### src/rtl/mem_pkg.sv
// Shared state encoding and default geometry for mem_responder and its bench.
package mem_pkg;

  typedef enum logic {
    MEM_INIT  = 1'b0,
    MEM_READY = 1'b1
  } mem_state_e;

  localparam int ADDR_W_DEF = 8;
  localparam int DATA_W_DEF = 8;

endpackage

### src/rtl/mem_array.sv
// Single-port word store: synchronous write, registered read that holds between reads.
module mem_array #(
  parameter int ADDR_W = 8,
  parameter int WORD_W = 8
) (
  input  logic              clk,
  input  logic              reset,
  input  logic              we,
  input  logic              re,
  input  logic [ADDR_W-1:0] addr,
  input  logic [WORD_W-1:0] wdata,
  output logic [WORD_W-1:0] rdata
);

  localparam int DEPTH = 2 ** ADDR_W;

  logic [WORD_W-1:0] mem [DEPTH];

  // Contents are left unreset; the post-reset sweep defines every word.
  always_ff @(posedge clk) begin
    if (we) mem[addr] <= wdata;
  end

  always_ff @(posedge clk or negedge reset) begin
    if (!reset)  rdata <= '0;
    else if (re) rdata <= mem[addr];
  end

endmodule

### src/rtl/mem_responder.sv
// Memory responder: post-reset init sweep, then one read/write request per cycle.
// Optional per-word even parity when MEM_PARITY_EN is defined.
module mem_responder
  import mem_pkg::*;
#(
  parameter int              ADDR_W   = ADDR_W_DEF,
  parameter int              DATA_W   = DATA_W_DEF,
  parameter logic [DATA_W-1:0] INIT_VAL = '0
) (
  input  logic              clk,
  input  logic              reset,
  input  logic [DATA_W-1:0] datain,
  input  logic [ADDR_W-1:0] addr,
  input  logic              we,
  input  logic              parity_inject,
  output logic [DATA_W-1:0] dataout,
  output logic              rd_valid,
  output logic              ready,
  output logic              parity_err
);

`ifdef MEM_PARITY_EN
  localparam int WORD_W = DATA_W + 1;
`else
  localparam int WORD_W = DATA_W;
`endif

  mem_state_e        state, state_nxt;
  logic [ADDR_W-1:0] cnt, cnt_nxt;
  logic              arr_we, arr_re;
  logic [ADDR_W-1:0] arr_addr;
  logic [WORD_W-1:0] arr_wdata, arr_rdata;
  logic [DATA_W-1:0] wr_data;
  logic              wr_inj;
  logic              rd_acc, rd_vld_q;

  always_ff @(posedge clk or negedge reset) begin
    if (!reset) begin
      state    <= MEM_INIT;
      cnt      <= '0;
      rd_vld_q <= 1'b0;
    end else begin
      state    <= state_nxt;
      cnt      <= cnt_nxt;
      rd_vld_q <= rd_acc;
    end
  end

  always_comb begin
    state_nxt = state;
    cnt_nxt   = cnt;
    arr_we    = 1'b0;
    arr_re    = 1'b0;
    arr_addr  = addr;
    wr_data   = datain;
    wr_inj    = parity_inject;
    rd_acc    = 1'b0;
    case (state)
      MEM_INIT: begin
        arr_we   = 1'b1;
        arr_addr = cnt;
        wr_data  = INIT_VAL;
        wr_inj   = 1'b0;
        // Stop at the last word rather than wrapping back to zero.
        if (cnt == '1) state_nxt = MEM_READY;
        else           cnt_nxt   = cnt + 1'b1;
      end
      MEM_READY: begin
        arr_we = we;
        arr_re = ~we;
        rd_acc = ~we;
      end
      default: state_nxt = MEM_INIT;
    endcase
  end

`ifdef MEM_PARITY_EN
  assign arr_wdata  = {(^wr_data) ^ wr_inj, wr_data};
  // Even parity: a clean word XORs to zero across data and parity bit.
  assign parity_err = rd_vld_q & (^arr_rdata);
`else
  logic unused_inj;
  assign unused_inj = wr_inj;
  assign arr_wdata  = wr_data;
  assign parity_err = 1'b0;
`endif

  mem_array #(
    .ADDR_W (ADDR_W),
    .WORD_W (WORD_W)
  ) u_array (
    .clk   (clk),
    .reset (reset),
    .we    (arr_we),
    .re    (arr_re),
    .addr  (arr_addr),
    .wdata (arr_wdata),
    .rdata (arr_rdata)
  );

  assign dataout  = arr_rdata[DATA_W-1:0];
  assign rd_valid = rd_vld_q;
  assign ready    = (state == MEM_READY);

endmodule

### config.mk
export PLATFORM = sky130hd
export DESIGN_NAME = mem_responder
export DESIGN_NICKNAME = d
export VERILOG_FILES = /design/src/rtl/mem_pkg.sv /design/src/rtl/mem_array.sv /design/src/rtl/mem_responder.sv
export SDC_FILE = /design/constraint.sdc
export NUM_CORES = 2
export LEC_CHECK = 0
export ABC_AREA = 0
export BUFFER_PORTS_ARGS = -buffer_cell sky130_fd_sc_hd__buf_2
export CAP_MARGIN = 20
export CELL_PAD_IN_SITES_DETAIL_PLACEMENT = 1
export CELL_PAD_IN_SITES_GLOBAL_PLACEMENT = 1
export CORE_ASPECT_RATIO = 0.5
export CORE_MARGIN = 1
export CORE_UTILIZATION = 59
export CTS_CLUSTER_DIAMETER = 60
export DETAILED_ROUTE_END_ITERATION = 10
export PLACE_DENSITY_LB_ADDON = 0.1
export SETUP_SLACK_MARGIN = 0.5
export SLEW_MARGIN = 20
export SYNTH_ARGS = -nofsm -noshare
export SYNTH_HDL_FRONTEND = slang
export SYNTH_SLANG_ARGS = --single-unit
### constraint.sdc
create_clock -name clk -period 16.5 [get_ports clk]
set_clock_uncertainty 0.15 [all_clocks]
set_input_delay 2.475 -clock clk [delete_from_list [all_inputs] [get_ports clk]]
set_output_delay 2.475 -clock clk [all_outputs]
set_load 0.03 [all_outputs]
* After elaboration in Yosys (flattened, before gate mapping)
Memories as Yosys holds them, arrays and structs flattened. A register that Yosys moved wholly into a read port is not among the register bits. Index checks and enable logic that the tools add are counted.
Word-level totals: register bits after elaboration 10, bits in writable memories 2048, bits of input ports 20, output and inout bits 11, word-level logic and storage cells 19, memories kept 1
Memory list:
- u_array.mem | depth 256, width 8, rd ports 1, clocked after Yosys merged registers in 1, wr ports 1, RTL line mem_array.sv:17 | logic [WORD_W-1:0] mem [DEPTH];
Operators by class: add/subtract/negate cells 1, eq/ne operators 1, multiplexer cells 8, bitwise gates (word level) 3, reduce and logical (&&, ||, !) cells 2
Operator list (number):
- $mux 8 | 2
- $add 8x1->8 const B | 1
- $eq 8x8->1 const B | 1
- $mux 1 | 5
- $not 1->1 | 3
- $pmux 1 s2 | 1
- $reduce_and 2->1 | 1
- $logic_not 1->1 | 1

* Depth between registers and ports, before layout
depth in word-level cells 4, depth in mapped cells 12, depth with buffers taken out 8

* By module
Synthesis repeated with hierarchy kept, for this count alone.
Second synthesis, totals: cell total of the unflattened synthesis 3647, area total of the unflattened synthesis 80166.9 µm²
By module, submodules not included:
- mem_array | instances 1, cells an instance 3591, area an instance 79532.5 µm², sequential area each 61699.2 µm²
- mem_responder | instances 1, cells an instance 56, area an instance 634.4 µm², sequential area each 250.2 µm²

* Worst setup path after synthesis
No wires, ideal clock.
path type input port to flip-flop, start input datain[0], end memory u_array.mem[0][0], data pin, library setup time 0.867 ns, arrival time 5.702 ns, data required time 15.483 ns, path slack 9.781 ns, cell stages on the path 1, path buffers 0, cell sequence and2_1
On the way: word-level cells in the longest chain between the ends 1
RTL lines:
- start, declared | RTL line mem_responder.sv:12 | input logic [DATA_W-1:0] datain,
- $mux 8 | RTL line mem_responder.sv:58 | case (state)
- end, declared | RTL line mem_array.sv:17
Every way passes these cells.

* Final worst setup path
start input addr[1], end register u_array.rdata[1], read port of u_array.mem
On the way: word-level cells in the longest chain between the ends 1
RTL lines:
- start, declared | RTL line mem_responder.sv:13 | input logic [ADDR_W-1:0] addr,
- $mux 8 | RTL line mem_responder.sv:58
- end, declared | RTL line mem_array.sv:12 | output logic [WORD_W-1:0] rdata
Every way passes these cells. A chain may end at the register's enable or synchronous reset.

==> out/qor.csv <==
metric,value,unit
drive_gt1_share,16.3,%
critPathKind,primary input to flip-flop,
period_minus_slack,7390,ps
die_w,525,um
p_per_area,111,nW/um2
synthFlopType,edfxtp_1,
hold_slack,445,ps
start_util,59.7,%
drtAntennaViolNets,0,
endpoint_kind,flip-flop,
p_leak,0.0245,uW
place_congestion,0.878,
drt-initial-drc-count,6637,
vias_per_cell,6.97,
numPortBuffers,28,
cts_buffers,174,
overflow,0,
setup_viol,0,
grt_max_degree,138,
worst_path_largest_cell_delay,970,ps
yosys.area.top_type,edfxtp_1,
vias,45600,
setup-tns-final,0,ps
slew_headroom,19.4,%
cts_resized,0,
async_flop_share,0.871,%
grt_pass1_wl,334000,um
antenna_found_initial,15,
max-cap-violations,0,
utilization,65.5,%
drtPass1Iterations,8,
grt.total_usage,34.3,%
ios,31,
grt_pass1_vias,46600,
synthesis.area,80600,um2
clkLatencyLatePin,830,ps
clk_pin_slew,70,ps
cp_slowest_cell,o41ai_1,
synthToLayoutAreaGrowth,9.65,%
start_kind,primary input,
synth_warnings,0,
slew_viol_final,0,
max_freq,135,MHz
root_buffer,clkbuf_16,
place_hpwl,138000,um
rows,95,
h-tree-depth,4,
synth_top_area_share,76.3,%
synth_common_cells,"2,048 x edfxtp_1, 712 x nand2_1, 326 x mux4_2, 242 x nor2_1, 198 x nand3_1",
crit_top_cell,buf_4,
status,"complete, no violations",
fin_crit_sh,44.8,%
critPathArrivalTime,7870,ps
die_area,138000,um2
tritoncts,yes,
nets,4619,
worst_pin_slew,1200,ps
drc,0,
clock_path_buffers,3,
avgSynthCellArea,17.6,um2
cts_hold_buf,0,
peakVddDrop,0.0812,mV
yosys-top-cells-area,"edfxtp_1 76%, mux4_2 9.1%, nand2_1 3.3%, nand3_1 1.2%, a22oi_1 1.2%",
cts_setup_buffers,0,
die_h,263,um
hp-class,flip-flop to flip-flop,
synthCells,4573,
hold_viol_final,0,
wl_per_cell,36.0,um
yosys_register_bits,2066,
required,16980,ps
yosysSeqAreaShare,76.9,%
rsz0062_at_grt,no,
cts_num_sinks,2066,
synth.most_common_cell,edfxtp_1,
crit_chain,buf_2 > mux2_8 > buf_4 > buf_4 > buf_12 > mux4_2 > a22oi_1 > a21oi_1 > o41ai_1 > a41oi_1,
synth_nets,4594,
core_area,135000,um2
synth_edf_count,2048,
yosysUniqueCellTypes,59,
critical_path_peak_fanout,123,
fillers,11200,
routed_wl,235000,um
-- path summary, 6_finish.rpt --
kind                       depth (start not counted)        startpoint                to  slack (ps)
setup reg to reg                                   9            cnt[1]  u_array.rdata[1]       10360
hold / removal                                     2  u_array.rdata[2]  u_array.rdata[2]         450
setup / recovery                                  10           addr[1]  u_array.rdata[1]        9110
max in group asynchronous                          1             reset             ready       14120
min in group asynchronous                          1             reset            cnt[1]        1560
hold reg to reg                                    2  u_array.rdata[2]  u_array.rdata[2]         450
-- where the power goes --
part           internal (uW)  switching, uW
clock                   2220           1920
combinational           2.01           5.22
sequential              5670              0
total                   7900           1930
-- registers in the layout, indices dropped and copies added (netlist names) --
| name | count |
|---|---|
| u_array.mem | 2048 |
| u_array.rdata | 8 |
| cnt | 8 |
| rd_valid | 1 |
| ready | 1 |
-- layout by cell type (no fill, tap or decap), drive strengths merged, types with 6 or more instances in the layout --
cell type  count
nand2        712
mux4         330
dfrtp         18
a21oi         75
nand2b         6
a22o          15
clkbuf       217
o41ai          8
o22ai          7
buf          152
inv           14
o21ai         32
edfxtp      2048
a22oi        125
nor2         242
a311oi        73
a221oi        13
a32oi         26
a41oi         15
nor4           7
and3          52
bufinv        15
clkinv        77
a31oi         58
nand4         39
mux2i         48
nand3        198
nor3          51
and2           9
-- per-stage QoR --
stage	area (um2)	total power (uW)	setup WS [ps]	cells
floorplan	80600	5790	9780	4573
global placement	82800	5800	8660	6214
detailed placement	82800	5800	8480	6215
CTS	88300	9840	9310	6534
global route	88400	10000	9090	6535
finish	88400	9820	9110	6539
-- metal layers --
metal | wire length [um] | vias to the layer above | track usage, %
li1 | - | 18200 | -
met1 | 90700 | 24000 | 48.5
met2 | 109000 | 2856 | 52.9
met3 | 26500 | 505 | 8.02
met4 | 8420 | 10 | 12.4
met5 | 56 | - | 0
-- worst max-delay path: cells and delay by family --
| kind | cells | cell delay, ps |
|---|---|---|
| muxes | 2 | 1180 |
| AOI/OAI and AO/OA | 4 | 1760 |
| buffers and inverters | 4 | 2200 |
-- logic make-up (layout without fill, tap and decap cells) --
kind of cell,after synthesis,count (layout),synth area share [%]
flops,2066,2066,76.9
simple gates,1331,1331,7.00
compound gates,476,476,4.28
mux,383,383,9.91
buf+inv,309,477,1.86
xor+xnor,6,6,0.0652
fa+ha+maj,1,1,0.0155
other cells,1,5,0.00465
-- final cells by class --
class                           instances  area, um2  area share, %
Tap cell                             1794       2240           2.54
Timing Repair Buffer                  152       1170           1.32
Sequential cell                      2066      62000           70.1
Antenna cell                            4       10.0         0.0113
Clock inverter                        102        948           1.07
Clock buffer                          217       4600           5.20
Inverter                                6       22.5         0.0255
Multi-Input combinational cell       2198      17400           19.7
Power figures use the tool's default switching activity.
